**src/rtl/fetch_ctrl.sv**
```systemverilog
// fetch_ctrl: F-stage PC sequencing controller.
// Chooses next-PC select, PC hold and pipeline flush each cycle.
module fetch_ctrl #(
  parameter int MULT_CYCLES = 5,
  parameter int DIV_CYCLES  = 10
) (
  input  logic       clk,
  input  logic       reset,
  input  logic       imem_ready,
  input  logic       hazard_stall,
  input  logic       d_branch_req,
  input  logic       d_jal_req,
  input  logic       d_jr_req,
  input  logic       m_exc_req,
  input  logic       m_eret_req,
  input  logic       md_start,
  input  logic       md_is_div,
  input  logic       d_md_use,
  output logic [2:0] next_pc_op,
  output logic       pc_stall,
  output logic       flush_fde,
  output logic       md_busy,
  output logic       pending_valid
);

  typedef enum logic {
    MD_IDLE,
    MD_BUSY
  } md_state_e;

  typedef enum logic {
    K_ERET,
    K_EXC
  } kind_e;

  localparam logic [3:0] MULT_LD = 4'(MULT_CYCLES - 1);
  localparam logic [3:0] DIV_LD  = 4'(DIV_CYCLES - 1);

  localparam logic [2:0] OP_SEQ = 3'd0;
  localparam logic [2:0] OP_BR  = 3'd1;
  localparam logic [2:0] OP_JAL = 3'd2;
  localparam logic [2:0] OP_JR  = 3'd3;
  localparam logic [2:0] OP_EXC = 3'd4;
  localparam logic [2:0] OP_EPC = 3'd5;

  md_state_e  md_q, md_d;
  logic [3:0] cnt_q, cnt_d;
  logic       pv_q, pv_d;
  kind_e      pk_q, pk_d;

  logic [3:0] ld_val;
  logic       eff_exc;
  logic       eff_eret;
  logic       md_hold;
  logic       s_wait;
  logic       s_exc;
  logic       s_eret;
  logic       s_hold;
  logic       s_run;

  assign ld_val  = md_is_div ? DIV_LD : MULT_LD;
  assign md_busy = (md_q == MD_BUSY);

  assign pending_valid = pv_q;

  assign eff_exc  = m_exc_req  | (pv_q & (pk_q == K_EXC));
  assign eff_eret = m_eret_req | (pv_q & (pk_q == K_ERET));
  assign md_hold  = d_md_use & (md_start | md_busy);

  // One-hot decision terms so the output decode is a flat select.
  assign s_wait = ~imem_ready;
  assign s_exc  = imem_ready & eff_exc;
  assign s_eret = imem_ready & ~eff_exc & eff_eret;
  assign s_hold = imem_ready & ~eff_exc & ~eff_eret
                & (hazard_stall | md_hold);
  assign s_run  = imem_ready & ~eff_exc & ~eff_eret
                & ~hazard_stall & ~md_hold;

  // State registers: mult/div tracker and pending redirect.
  always_ff @(posedge clk or negedge reset) begin
    if (!reset) begin
      md_q  <= MD_IDLE;
      cnt_q <= '0;
      pv_q  <= 1'b0;
      pk_q  <= K_ERET;
    end else begin
      md_q  <= md_d;
      cnt_q <= cnt_d;
      pv_q  <= pv_d;
      pk_q  <= pk_d;
    end
  end

  // Mult/div busy tracker; a start while counting is ignored.
  always_comb begin
    md_d  = md_q;
    cnt_d = cnt_q;
    unique case (md_q)
      MD_IDLE: begin
        if (md_start) begin
          md_d  = MD_BUSY;
          cnt_d = ld_val;
        end
      end
      MD_BUSY: begin
        if (cnt_q != 4'd0) begin
          cnt_d = cnt_q - 4'd1;
        end else if (md_start) begin
          cnt_d = ld_val;
        end else begin
          md_d = MD_IDLE;
        end
      end
      default: begin
        md_d  = MD_IDLE;
        cnt_d = '0;
      end
    endcase
  end

  // Pending entry: capture M requests while fetch is frozen.
  always_comb begin
    pv_d = pv_q;
    pk_d = pk_q;
    if (imem_ready) begin
      pv_d = 1'b0;
      pk_d = K_ERET;
    end else if (m_exc_req) begin
      pv_d = 1'b1;
      pk_d = K_EXC;
    end else if (m_eret_req && !pv_q) begin
      pv_d = 1'b1;
      pk_d = K_ERET;
    end
  end

  // Output resolution: memory wait, M redirects, stalls, D redirects.
  always_comb begin
    next_pc_op = OP_SEQ;
    pc_stall   = 1'b0;
    flush_fde  = 1'b0;
    unique case (1'b1)
      s_wait: begin
        pc_stall = 1'b1;
      end
      s_exc: begin
        next_pc_op = OP_EXC;
        flush_fde  = 1'b1;
      end
      s_eret: begin
        next_pc_op = OP_EPC;
        flush_fde  = 1'b1;
      end
      s_hold: begin
        pc_stall = 1'b1;
      end
      s_run: begin
        if (d_jr_req) begin
          next_pc_op = OP_JR;
        end else if (d_jal_req) begin
          next_pc_op = OP_JAL;
        end else if (d_branch_req) begin
          next_pc_op = OP_BR;
        end
      end
      default: begin
        pc_stall = 1'b1;
      end
    endcase
  end

endmodule

```
**config.mk**
```make
export PLATFORM = sky130hd
export DESIGN_NAME = fetch_ctrl
export DESIGN_NICKNAME = d
export VERILOG_FILES = /design/src/rtl/fetch_ctrl.sv
export SDC_FILE = /design/constraint.sdc
export NUM_CORES = 1
export LEC_CHECK = 0
export BUFFER_PORTS_ARGS = -buffer_cell sky130_fd_sc_hd__buf_2
export CAP_MARGIN = 0
export CORE_AREA = 2 2 39 41
export DETAILED_ROUTE_END_ITERATION = 10
export DIE_AREA = 0 0 41 43
export PLACE_DENSITY = 0.58
export SLEW_MARGIN = 20
export SYNTH_ARGS = -nofsm -noshare
export SYNTH_HDL_FRONTEND = slang
export SYNTH_SLANG_ARGS = --single-unit
```
**constraint.sdc**
```tcl
create_clock -name clk -period 2.8 [get_ports clk]
set_input_delay 0 -clock clk [delete_from_list [all_inputs] [get_ports clk]]
set_output_delay 0 -clock clk [all_outputs]
set_load 0.01 [all_outputs]
```
; Yosys cells after proc, flatten, opt, wreduce, memory -nomap -nowiden
; Cells that the tools add are included.
[word_totals]
register_bits = 7
output_inout_bits = 7
elab_cells = 48
[classes]
n_addsub = 1
muxes = 19
bitwise = 18
reduce_logical = 6
[ops]
columns = op, n
row1 = $mux 4, 3
row2 = $mux 1, 11
row3 = $and 1x1->1, 9
row4 = $pmux 3 s3, 1
row5 = $pmux 4 s2, 1
row6 = $not 1->1, 6
row7 = $reduce_bool 4->1, 1
row8 = $sub 4x1->4 const B, 1
row9 = $mux 3, 1
row10 = $or 1x1->1, 3
row11 = $reduce_bool 3->1, 1
row12 = $reduce_or 3->1, 1
row13 = $mux 2, 1
row14 = $pmux 1 s2, 1
row15 = $reduce_or 2->1, 1
row16 = $logic_and 1x1->1, 1
row17 = $logic_not 1->1, 1

; Logic depth before layout (Yosys ltp)
; Gate-level depths: netlist of run 1.
[depth]
depth_word = 9
depth_mapped = 5
depth_no_buf = 5

; Worst setup path before layout of run 1
; OpenSTA, ideal clock, no wires.
[synth_path]
kind = register to output
from = reg md_q (netlist: md_busy)
to = out next_pc_op[0]
arrival_time_ps = 1258
required_ps = 2800
setup_slack_ps = 1542
stages_incl_launch_ff = 4
path_cell_list = dfrtp_1 -> or2_1 -> a221o_1 -> a21oi_1
[synth_between]
elab_chain_len = 5
[synth_lines]
columns = element, line
row1 = from (decl), 46  ; md_state_e md_q, md_d;
row2 = from (signal assigned), 87  ; md_q <= md_d;
row3 = $or 1x1->1, 68  ; assign md_hold = d_md_use & (md_start | md_busy);
row4 = $and 1x1->1, 68
row5 = $not 1->1, 77  ; & ~hazard_stall & ~md_hold;
row6 = $and 1x1->1, 77
row7 = $pmux 3 s3, 142  ; unique case (1'b1)
row8 = to (decl), 19  ; output logic [2:0] next_pc_op,
; Every way passes these cells.

; Final worst setup path of run 1
; Ends and elaborated chain as after synthesis.

==> metrics.md, run 1 <==
| Metric | Value |
|---|---|
| H-tree level count | 1 |
| Total vias in the final route | 433 |
| Worst setup slack after layout | 1240 ps |
| GRT met1 Usage | 14.3% |
| Cell area after synthesis | 428 µm² |
| Die area | 1760 µm² |
| Total core area | 1380 µm² |
| Number of vias per cell | 5.03 |
| Path class of the lowest-slack min-delay path | input port to flip-flop |
| Setup slack, reg-to-reg | 1420 ps |
| CTS tree | yes |
| Vertical die dimension | 43 µm |
| Required time of the critical path | 2800 ps |
| Number of setup violations in the final report | 0 |
| Antenna violations before repair | 0 |
| Placement Rows | 14 |
| Count of input and output buffers | 18 |
| Average detailed-routed wire length per instance | 11.1 µm |
| Hold path startpoint | md_start |
| End point of the worst hold path | md_busy |
| Transition time at the pin with the least slew margin | 371 ps |
| Setup fix buffers added after clock tree synthesis | 0 |
| Crit path time final | 1560 ps |
| Detailed-route DRC error count | 0 |
| Destination of the worst register-to-register timing path | cnt_q[1] |
| Number of resized instances in the post-cts repair step | 0 |
| Critical Path AT | 1560 ps |
| Number of top-level pins | 19 |
| Most area-hungry cell type in the Yosys netlist | dfrtp_1 |
| Maximum vdd ir drop | 0.350 mV |
| Master cell of the clock root buffer | clkbuf_4 |
| Most common library cell in the layout ignoring fill and taps | buf_2 |
| Clock-pin slew on the worst setup and hold paths | 50 ps |
| Outcome | completed |
| Share of the synthesized area in the top cell type | 40.9% |
| Layout cell share with drive strength beyond 1 | 30.0% |
| Most frequent cells in the layout | buf_2 (18), nand2b_1 (7), dfrtp_1 (7) |
| Critical Setup Path Class | flip-flop to primary output |
| Maximum number of pins on one net before global-route repair | 8 |
| Register area share after synthesis | 40.9% |
| Cells taking the most area after synthesis | dfrtp_1 (41%), nand2b_1 (10%), mux2i_1 (4.7%) |
| Initial drt markers | 4 |
| Cell count of the worst reg-to-reg path | 5 |
| Per-instance average area after synthesis | 9.10 µm² |
| Wire length of the first global-routing pass | 1550 µm |
| Relative slew slack | 75.1% |
| Share of the core filled with cells | 41.7% |
| Number of buffers between clock root and the deepest sink | 2 |
| Ant diodes | 0 |
| Final-layout setup total negative slack | 0 ps |
| Area overhead of the layout relative to synthesis | 34.8% |
| Detailed Place HPWL | 748 µm |
| PwrDens | 769 nW/µm² |
| Placement Cell Area | 531 µm² |
| Post-route clock period utilization | 55.7% |
| Max-slew violation total from the final report | 0 |
| Global routing's busiest layer | met2 |
| Synth cell types | 22 |
| Crit end category | primary output |
| Number of warning messages in the yosys log | 0 |
| Final routed wirelength across all metal layers | 958 µm |
| Nets | 84 |
| Clk_lat worst skew | 250 ps |
| Final design area excluding fillers | 577 µm² |
| Worst hold path stage count | 2 |
| Setup Skew | 8.96 ps |
| Remaining global-route overflow | 0 |
| Final antenna-violating net count | 0 |
| Inserted Clock Buffers | 3 |
| Vias in the first global route | 403 |
| Syn nets | 60 |
| Post-synthesis instance total | 47 |
| Met3 layer usage reported by global route | 3.14% |
| Synth Register Bits | 7 |
| Initial Utilization | 30.9% |
| Horiz. Die Dim | 41 µm |
| Number of detailed-route iterations in the first pass | 4 |
| Total routing usage reported by global routing | 13.2% |
| Final weighted congestion in routability-driven placement | 0.778 |
| Peak clock frequency supported by timing | 641 MHz |
| M2 GR Usage | 21.6% |
| Launch instance of the worst register-to-register path | cnt_q[0] |
| Total count of hold-check failures in the final report | 0 |
| Number of maximum-capacitance constraint violations | 0 |
| Pre-CTS setup slack | 1450 ps |
| Clock net sink count | 7 |
| Setup repair after global routing missed its margin | no |
| Leakage power figure | 0.288 nW |
| Worst hold margin | 24.6 ps |
| Nature of the critical path startpoint | flip-flop |
| Max Fanout on Critical Path | 7 |
==> worst max path at each step <==
stage	slack [ps]	from	cells after the start	end
floorplan	1540	md_busy	3	next_pc_op[0]
global placement	1470	cnt_q[0]	5	cnt_q[1]
detailed placement	1450	cnt_q[0]	5	cnt_q[1]
CTS	1220	md_busy	4	next_pc_op[0]
global route	1060	md_busy	4	next_pc_op[0]
finish	1240	md_busy	4	next_pc_op[0]
==> synth_stat cells, drive strengths merged <==
library cell,n
inv,4
o311ai,1
a21o,1
nand2b,7
nand3b,1
a221o,1
or2,1
dfrtp,7
buf,1
ha,1
nor3,1
nand2,2
nor2b,1
a22oi,2
o21ai,4
or4b,1
o2111a,1
nor2,4
a21oi,3
o41ai,1
mux2i,2
==> sequential cells by signal (all words and copies together), names as in the netlist <==
name,cells
pk_q,1
md_busy,1
pending_valid,1
cnt_q,4
==> worst max-delay path: stages, from the launching register on <==
cell,delay (ps)
dfrtp_1,430
or2_1,270
a221o_1,350
a21oi_1,130
buf_2,140
==> where the power goes <==
group          switching [mW]  leakage, nW  internal [mW]
logic                  0.0832        0.192         0.0906
clock network          0.0358       0.0150         0.0543
registers              0.0408       0.0808          0.139
==> kinds of logic after synthesis <==
family	Yosys count	share of synthesized area, %
buffers and inverters	5	5.26
and+or+nand+nor	18	23.7
DFF	7	40.9
adders and majority gates	1	2.92
AOI/OAI and AO/OA	14	22.5
muxes	2	4.68
==> through the flow <==
| stage | total power, mW | instances |
|---|---|---|
| detailed placement | 0.353 | 80 |
| global route | 0.489 | 86 |
| floorplan | 0.301 | 47 |
| CTS | 0.450 | 86 |
| finish | 0.444 | 86 |
| global placement | 0.347 | 80 |
==> cell type report <==
| cell class | count | area (µm²) |
|---|---|---|
| timing repair buffer | 20 | 110 |
| clock buffer | 4 | 26.3 |
| multi-input combinational | 35 | 230 |
| tap | 16 | 20.0 |
| inverter | 4 | 15.0 |
| fill | 155 | 807 |
| sequential | 7 | 175 |
==> per-layer routing <==
| metal | wire [µm] | share of wire (%) |
|---|---|---|
| met3 | 77 | 8.0 |
| met4 | 12 | 1.3 |
| met2 | 433 | 45 |
| met1 | 434 | 45 |
| met5 | 0 | 0 |
==> repair_timing <==
action | 4_1_cts | 5_1_grt
endpoints found under the hold margin | 9 | 0
setup endpoints to repair | 0 | 0
hold buffers | 2 | 0
Power figures use the tool's default switching activity.
==> run 2, diff against run 1 <==
--- a/config.mk
+++ b/config.mk
@@ -5,12 +5,13 @@
 export SDC_FILE = /design/constraint.sdc
 export NUM_CORES = 1
 export LEC_CHECK = 0
+export ABC_AREA = 1
 export BUFFER_PORTS_ARGS = -buffer_cell sky130_fd_sc_hd__buf_2
 export CAP_MARGIN = 0
 export CORE_AREA = 2 2 39 41
 export DETAILED_ROUTE_END_ITERATION = 10
 export DIE_AREA = 0 0 41 43
-export PLACE_DENSITY = 0.58
+export PLACE_DENSITY = 0.64
 export SLEW_MARGIN = 20
 export SYNTH_ARGS = -nofsm -noshare
 export SYNTH_HDL_FRONTEND = slang
==> constraint.sdc (replaced) <==
create_clock -name clk -period 1.41 [get_ports clk]
set_input_delay 0 -clock clk [delete_from_list [all_inputs] [get_ports clk]]
set_output_delay 0 -clock clk [all_outputs]
set_load 0.01 [all_outputs]
==> run 2 against run 1 <==
Compared with the run above: synthesized cell count increased by 53%; combinational power increased to 2.6 times the previous value; hold slack improved by 25 ps; critical endpoint is now next_pc_op[1]; highest routed layer is now met3; wire length increased by 7.0%; non-clock buffer count increased by 1; die area unchanged; clock power increased by 100%; setup slack got worse by 1100 ps.
==> metrics.md, run 2 <==
| Metric | Value |
|---|---|
| Outcome | completed (unchanged) |
| Setup Skew | 4.61 ps (was 8.96 ps) |
| Share of the synthesized area in the top cell type | 36.7% (was 40.9%) |
| Primary flip-flop cell chosen by synthesis mapping | dfrtp_1 (unchanged) |
| Max Fanout on Critical Path | 6 (was 7) |
| Syn nets | 85 (was 60) |
| Number of detailed-route iterations in the first pass | 4 (unchanged) |
| Ant diodes | 0 (unchanged) |
| Number of buffers between clock root and the deepest sink | 2 (unchanged) |
| Maximum vdd ir drop | 0.667 mV (was 0.350 mV) |
| Detailed-route DRC error count | 0 (unchanged) |
| Critical Path AT | 1230 ps (was 1560 ps) |
| Placement Rows | 14 (unchanged) |
| Relative slew slack | 84.8% (was 75.1%) |
| Number of warning messages in the yosys log | 0 (unchanged) |
| Synth Register Bits | 7 (unchanged) |
| Number of vias per cell | 4.53 (was 5.03) |
| Final antenna-violating net count | 0 (unchanged) |
| Clock-pin slew on the worst setup and hold paths | 50 ps (about the same) |
| Most common library cell in the layout ignoring fill and taps | buf_2 (unchanged) |
| Top cells by instance count after synthesis | inv_1 (15), nand2_1 (15), nor2_1 (9) (was dfrtp_1 (7), nand2b_1 (7), inv_1 (4), nor2_1 (4), a21oi_1 (3)) |
| Die area | 1760 µm² (unchanged) |
| Total count of hold-check failures in the final report | 0 (unchanged) |
| Final-layout setup total negative slack | 0 ps (unchanged) |
| Average detailed-routed wire length per instance | 9.15 µm (was 11.1 µm) |
| Register area share after synthesis | 36.7% (was 40.9%) |
| Clk_lat worst skew | 250 ps (about the same) |
| Clock net sink count | 7 (unchanged) |
| Final weighted congestion in routability-driven placement | 0.728 (was 0.778) |
| Number of maximum-capacitance constraint violations | 0 (unchanged) |
| Vias in the first global route | 421 (was 403) |
| Hold path startpoint | md_start (unchanged) |
| Leakage power figure | 0.372 nW (was 0.288 nW) |
| PwrDens | 1540 nW/µm² (was 769 nW/µm²) |
| Crit end category | primary output (unchanged) |
| Max-slew violation total from the final report | 0 (unchanged) |
| Initial drt markers | 9 (was 4) |
| Post-synthesis instance total | 72 (was 47) |
| Per-instance average area after synthesis | 6.62 µm² (was 9.10 µm²) |
| Number of setup violations in the final report | 0 (unchanged) |
| Nature of the critical path startpoint | flip-flop (unchanged) |
| Launch instance of the worst register-to-register path | cnt_q[0] (unchanged) |
| Most frequent cells in the layout | buf_2 (18), inv_1 (15), nand2_1 (15) (was buf_2 (18), nand2b_1 (7), dfrtp_1 (7)) |
| Cells taking the most area after synthesis | dfrtp_1 (37%), inv_1 (12%), nand2_1 (12%) (was dfrtp_1 (41%), nand2b_1 (10%), mux2i_1 (4.7%)) |
| CP Launch Point | md_busy (unchanged) |
| Vertical die dimension | 43 µm (unchanged) |
| Total power of the final layout | 0.980 mW (was 0.444 mW) |
| Total routing usage reported by global routing | 13.2% (about the same) |
| Layout cell share with drive strength beyond 1 | 29.2% (was 30.0%) |
| Post-route clock period utilization | 87.3% |
| H-tree level count | 1 (unchanged) |
| Setup repair after global routing missed its margin | no (unchanged) |
| Peak clock frequency supported by timing | 813 MHz |
| Horiz. Die Dim | 41 µm (unchanged) |
| Synth cell types | 15 (was 22) |
| Cell area after synthesis | 477 µm² (was 428 µm²) |
| Setup fix buffers added after clock tree synthesis | 0 (unchanged) |
| Total core area | 1380 µm² (unchanged) |
| Number of flip-flops in the largest register | 4 (unchanged) |
| Nets | 110 (was 84) |
| Remaining global-route overflow | 0 (unchanged) |
| Most area-hungry cell type in the Yosys netlist | dfrtp_1 (unchanged) |
| CTS tree | yes (unchanged) |
| Total vias in the final route | 507 (was 433) |
| Crit path time final | 1230 ps |
| Async set-reset flop share out of synthesis | 100% (unchanged) |
| Number of top-level pins | 19 (unchanged) |
| Path class of the lowest-slack min-delay path | input port to flip-flop (unchanged) |
| Antenna violations before repair | 0 (unchanged) |
| Wire length of the first global-routing pass | 1560 µm (was 1550 µm) |
| Top register by number of flip-flops | cnt_q (unchanged) |
| Master cell of the clock root buffer | clkbuf_4 (unchanged) |
| EDFF count, synth | 0 (unchanged) |
| Transition time at the pin with the least slew margin | 228 ps (was 371 ps) |
| Detailed Place HPWL | 843 µm (was 748 µm) |
| Required time of the critical path | 1410 ps (was 2800 ps) |
| Final routed wirelength across all metal layers | 1030 µm (was 958 µm) |
| Initial Utilization | 34.4% (was 30.9%) |
| Inserted Clock Buffers | 3 (unchanged) |
| Area overhead of the layout relative to synthesis | 33.9% (was 34.8%) |
| Critical Setup Path Class | flip-flop to primary output (unchanged) |
| Count of input and output buffers | 18 (unchanged) |
| Maximum number of pins on one net before global-route repair | 8 (unchanged) |
[run 2: cell count changes in the layout (fill, tap and decap cells not counted), sizes merged, moves of 6 or more]
cell | previous run | this run
inv | 4 | 15
nand2b | 7 | 0
nand2 | 2 | 19
nand3 | 0 | 9
nor2 | 4 | 10
[run 2: final timing paths]
check                           endpoint  cells after the start  slack (ps)
max                        next_pc_op[1]                      6         180
min                              md_busy                      3          50
max reg2reg                     cnt_q[0]                      7         200
min reg2reg                     cnt_q[0]                      3         560
max in group asynchronous       cnt_q[3]                      2        1150
min in group asynchronous        md_busy                      2         100
[run 2: critical path: stages (launching register included)]
cell and delay [ps]:
dfrtp_1 440, nor2_1 110, nor2_1 50, nor2_2 110, nand2_1 60, nor2_1 70, buf_2 130
[run 2: metal layers]
layer  wire [µm]  GRT usage, %  vias up
li1            -             -      271
met1         452          17.1      230
met2         545          19.1        6
met3          27          1.57        0
met4           0          10.0        0
met5           0             0        -
[run 2: report_power, final]
part	internal, mW	leakage (nW)	switching [mW]
registers	0.277	0.0813	0.0680
clock network	0.108	0.0150	0.0738
logic	0.176	0.276	0.277
total	0.561	0.372	0.419
[run 2: final cells by class]
cell class / count / area (µm²)
Fill cell: 152 / 746
Multi-Input combinational cell: 49 / 240
Sequential cell: 7 / 175
Timing Repair Buffer: 21 / 120
Inverter: 15 / 56.3
Clock buffer: 4 / 26.3
Tap cell: 16 / 20.0
[run 2: cells by family after synthesis]
kind of cell | Yosys count | synth area share (%)
compound gates | 9 | 9.97
fa+ha+maj | 1 | 2.62
buf+inv | 16 | 13.4
flops | 7 | 36.7
simple gates | 39 | 37.3
[run 2: stage by stage]
stage                     area [µm²]  util, %  hold WS [ps]  setup slack (ps)  cells
after floorplan                  477        -          -296               319     72
after global placement           579     41.9          -164               248    105
after detailed placement         579     41.9          -162               196    105
after CTS                        636     45.9          44.8               156    112
after global routing             638     46.1          54.2              40.1    112
final                            638     46.1          50.1               179    112
[run 2: timing repair]
item | in CTS | in global routing
endpoints found under the setup margin | 0 | 2
hold endpoints to repair | 9 | 0
hold buffers | 3 | 0
gates resized for setup | 0 | 1
==> run 3, diff against run 2 <==
--- a/config.mk
+++ b/config.mk
@@ -9,8 +9,10 @@
 export BUFFER_PORTS_ARGS = -buffer_cell sky130_fd_sc_hd__buf_2
 export CAP_MARGIN = 0
 export CORE_AREA = 2 2 39 41
+export CTS_BUF_LIST = sky130_fd_sc_hd__clkbuf_4
 export DETAILED_ROUTE_END_ITERATION = 10
 export DIE_AREA = 0 0 41 43
+export GPL_TIMING_DRIVEN = 0
 export PLACE_DENSITY = 0.64
 export SLEW_MARGIN = 20
 export SYNTH_ARGS = -nofsm -noshare
==> run 3 against run 2 <==
Compared with the run above: clock power grew 3%; largest cell class unchanged; register-to-register slack is essentially flat; first-iteration DRC count is the same.
==> metrics.md, run 3 (synthesis gave the netlist of run 2 again) <==
| Metric | Value |
|---|---|
| Top register by number of flip-flops | cnt_q (unchanged) |
| Setup Skew | 1.18 ps (was 4.61 ps) |
| Inserted Clock Buffers | 3 (unchanged) |
| Worst setup slack after layout | 183 ps (was 179 ps) |
| Maximum vdd ir drop | 1.07 mV (was 0.667 mV) |
| Number of fill cells in the layout | 145 (was 152) |
| Number of top-level pins | 19 (unchanged) |
| Critical Setup Path Class | input port to primary output (was flip-flop to primary output) |
| Number of buffers between clock root and the deepest sink | 2 (unchanged) |
| Largest stage delay on the critical path | 530 ps (was 440 ps) |
| Number of setup violations in the final report | 0 (unchanged) |
| Transition time at the pin with the least slew margin | 224 ps (was 228 ps) |
| Clk_lat worst skew | 240 ps (was 250 ps) |
| Critical Path AT | 1230 ps (about the same) |
| Required time of the critical path | 1410 ps (about the same) |
| Final antenna-violating net count | 0 (unchanged) |
| Post-route clock period utilization | 87.0% (was 87.3%) |
| Total count of hold-check failures in the final report | 0 (unchanged) |
| Nature of the critical path startpoint | input port (was flip-flop) |
| Initial Utilization | 34.4% (unchanged) |
| M2 GR Usage | 17.5% (was 19.1%) |
| Number of resized instances in the post-cts repair step | 0 (unchanged) |
| Wire length of the first global-routing pass | 1450 µm (was 1560 µm) |
| Clock-pin slew on the worst setup and hold paths | 50 ps (about the same) |
| Setup repair after global routing missed its margin | no (unchanged) |
| Total vias in the final route | 501 (was 507) |
| Placed Cells | 106 (was 105) |
| Most common library cell in the layout ignoring fill and taps | buf_2 (unchanged) |
| CP Cell Sequence | dlygate4sd3_1 -> buf_2 -> inv_1 -> nand2_1 -> nor2_2 -> nand3_1 -> nand2_1 -> buf_2 (was nor2_1 -> nor2_1 -> nor2_2 -> nand2_1 -> nor2_1 -> buf_2) |
| Master cell of the clock root buffer | clkbuf_4 (unchanged) |
| Worst hold margin | 58.1 ps (was 50.1 ps) |
| GRT met1 Usage | 15.7% (was 17.1%) |
| Peak clock frequency supported by timing | 815 MHz (was 813 MHz) |
| Final design area excluding fillers | 647 µm² (was 638 µm²) |
| Relative slew slack | 85.1% (was 84.8%) |
| Placement Cell Area | 587 µm² (was 579 µm²) |
| H-tree level count | 1 (unchanged) |
| Final weighted congestion in routability-driven placement | 0.735 (was 0.728) |
| Crit end category | primary output (unchanged) |
| Setup fix buffers added after clock tree synthesis | 0 (unchanged) |
| Crit path time final | 1230 ps (about the same) |
| Cell with the biggest individual delay on the critical path | dlygate4sd3_1 (was dfrtp_1) |
| Maximum number of pins on one net before global-route repair | 8 (unchanged) |
| Detailed Place HPWL | 769 µm (was 843 µm) |
| PwrDens | 1530 nW/µm² (was 1540 nW/µm²) |
| Die area | 1760 µm² (unchanged) |
| Total core area | 1380 µm² (unchanged) |
| Clock net sink count | 7 (unchanged) |
| CTS tree | yes (unchanged) |
| Number of detailed-route iterations in the first pass | 4 (unchanged) |
| Detailed-route DRC error count | 0 (unchanged) |
| Final cell count without fillers | 113 (was 112) |
| Number of vias per cell | 4.43 (was 4.53) |
| CTS hold repair buffers | 3 (unchanged) |
| Average detailed-routed wire length per instance | 8.05 µm (was 9.15 µm) |
| Horiz. Die Dim | 41 µm (unchanged) |
| Total routing usage reported by global routing | 11.7% (was 13.2%) |
| Max Fanout on Critical Path | 3 (was 6) |
| Number of maximum-capacitance constraint violations | 0 (unchanged) |
| Nets | 111 (was 110) |
| Met3 layer usage reported by global route | 3.14% (was 1.57%) |
| Most frequent cells in the layout | buf_2 (18), inv_1 (15), nand2_1 (15) (unchanged) |
| Setup slack, reg-to-reg | 190 ps (was 200 ps) |
| Number of flip-flops in the largest register | 4 (unchanged) |
| Initial drt markers | 9 (unchanged) |
| Final-layout setup total negative slack | 0 ps (unchanged) |
| Layout cell share with drive strength beyond 1 | 29.9% (was 29.2%) |
| Count of input and output buffers | 18 (unchanged) |
| Outcome | completed (unchanged) |
| Leakage power figure | 0.380 nW (was 0.372 nW) |
| Final routed wirelength across all metal layers | 910 µm (was 1030 µm) |
| Antenna violations before repair | 0 (unchanged) |
| Vertical die dimension | 43 µm (unchanged) |
| Placement Rows | 14 (unchanged) |
| Vias in the first global route | 392 (was 421) |
| Pre-CTS setup slack | 189 ps (was 196 ps) |
| Max-slew violation total from the final report | 0 (unchanged) |
| Path class of the lowest-slack min-delay path | input port to flip-flop (unchanged) |
| Ant diodes | 0 (unchanged) |
| Global routing's busiest layer | met2 (unchanged) |
| Remaining global-route overflow | 0 (unchanged) |
| Area overhead of the layout relative to synthesis | 35.7% (was 33.9%) |
## run 3: worst paths after layout
kind                             from             to  depth (start not counted)
setup / recovery           m_eret_req  next_pc_op[0]                          8
hold / removal               md_start        md_busy                          3
setup reg to reg             cnt_q[0]       cnt_q[0]                          7
hold reg to reg              cnt_q[1]       cnt_q[1]                          2
max in group asynchronous       reset  pending_valid                          2
min in group asynchronous       reset       cnt_q[0]                          2
## run 3: routing by layer
metal | up-vias | routed length, µm
met1 | 222 | 420
met3 | 0 | 22
met4 | 0 | 0
met5 | - | 0
met2 | 8 | 467
li1 | 271 | -
## run 3: area by class of cell
class | instances | area (µm²) | share of cell area, %
plain buffers | 1 | 7.51 | 1.16
clock buffers | 4 | 30.0 | 4.64
inverters | 15 | 56.3 | 8.70
multi-input cells | 49 | 238 | 36.8
flip-flops and latches | 7 | 175 | 27.1
well taps | 16 | 20.0 | 3.09
repair buffers | 21 | 120 | 18.6
## run 3: power breakdown
part / internal [mW] / leakage, nW / switching (mW)
logic: 0.179 / 0.281 / 0.277
clock network: 0.126 / 0.0184 / 0.0620
registers: 0.277 / 0.0813 / 0.0647
## run 3: critical path: cells and delay by family
| family | cells | cell delay [ps] |
|---|---|---|
| buffers and inverters | 4 | 860 |
| AND/OR/NAND/NOR | 4 | 370 |
## run 3: per-stage QoR
step,utilization (%),total power [mW]
2_1_floorplan,-,0.676
3_3_place_gp,42.4,0.782
3_5_place_dp,42.4,0.796
4_1_cts,46.7,1.00
5_1_grt,46.7,1.09
6_report,46.7,0.987
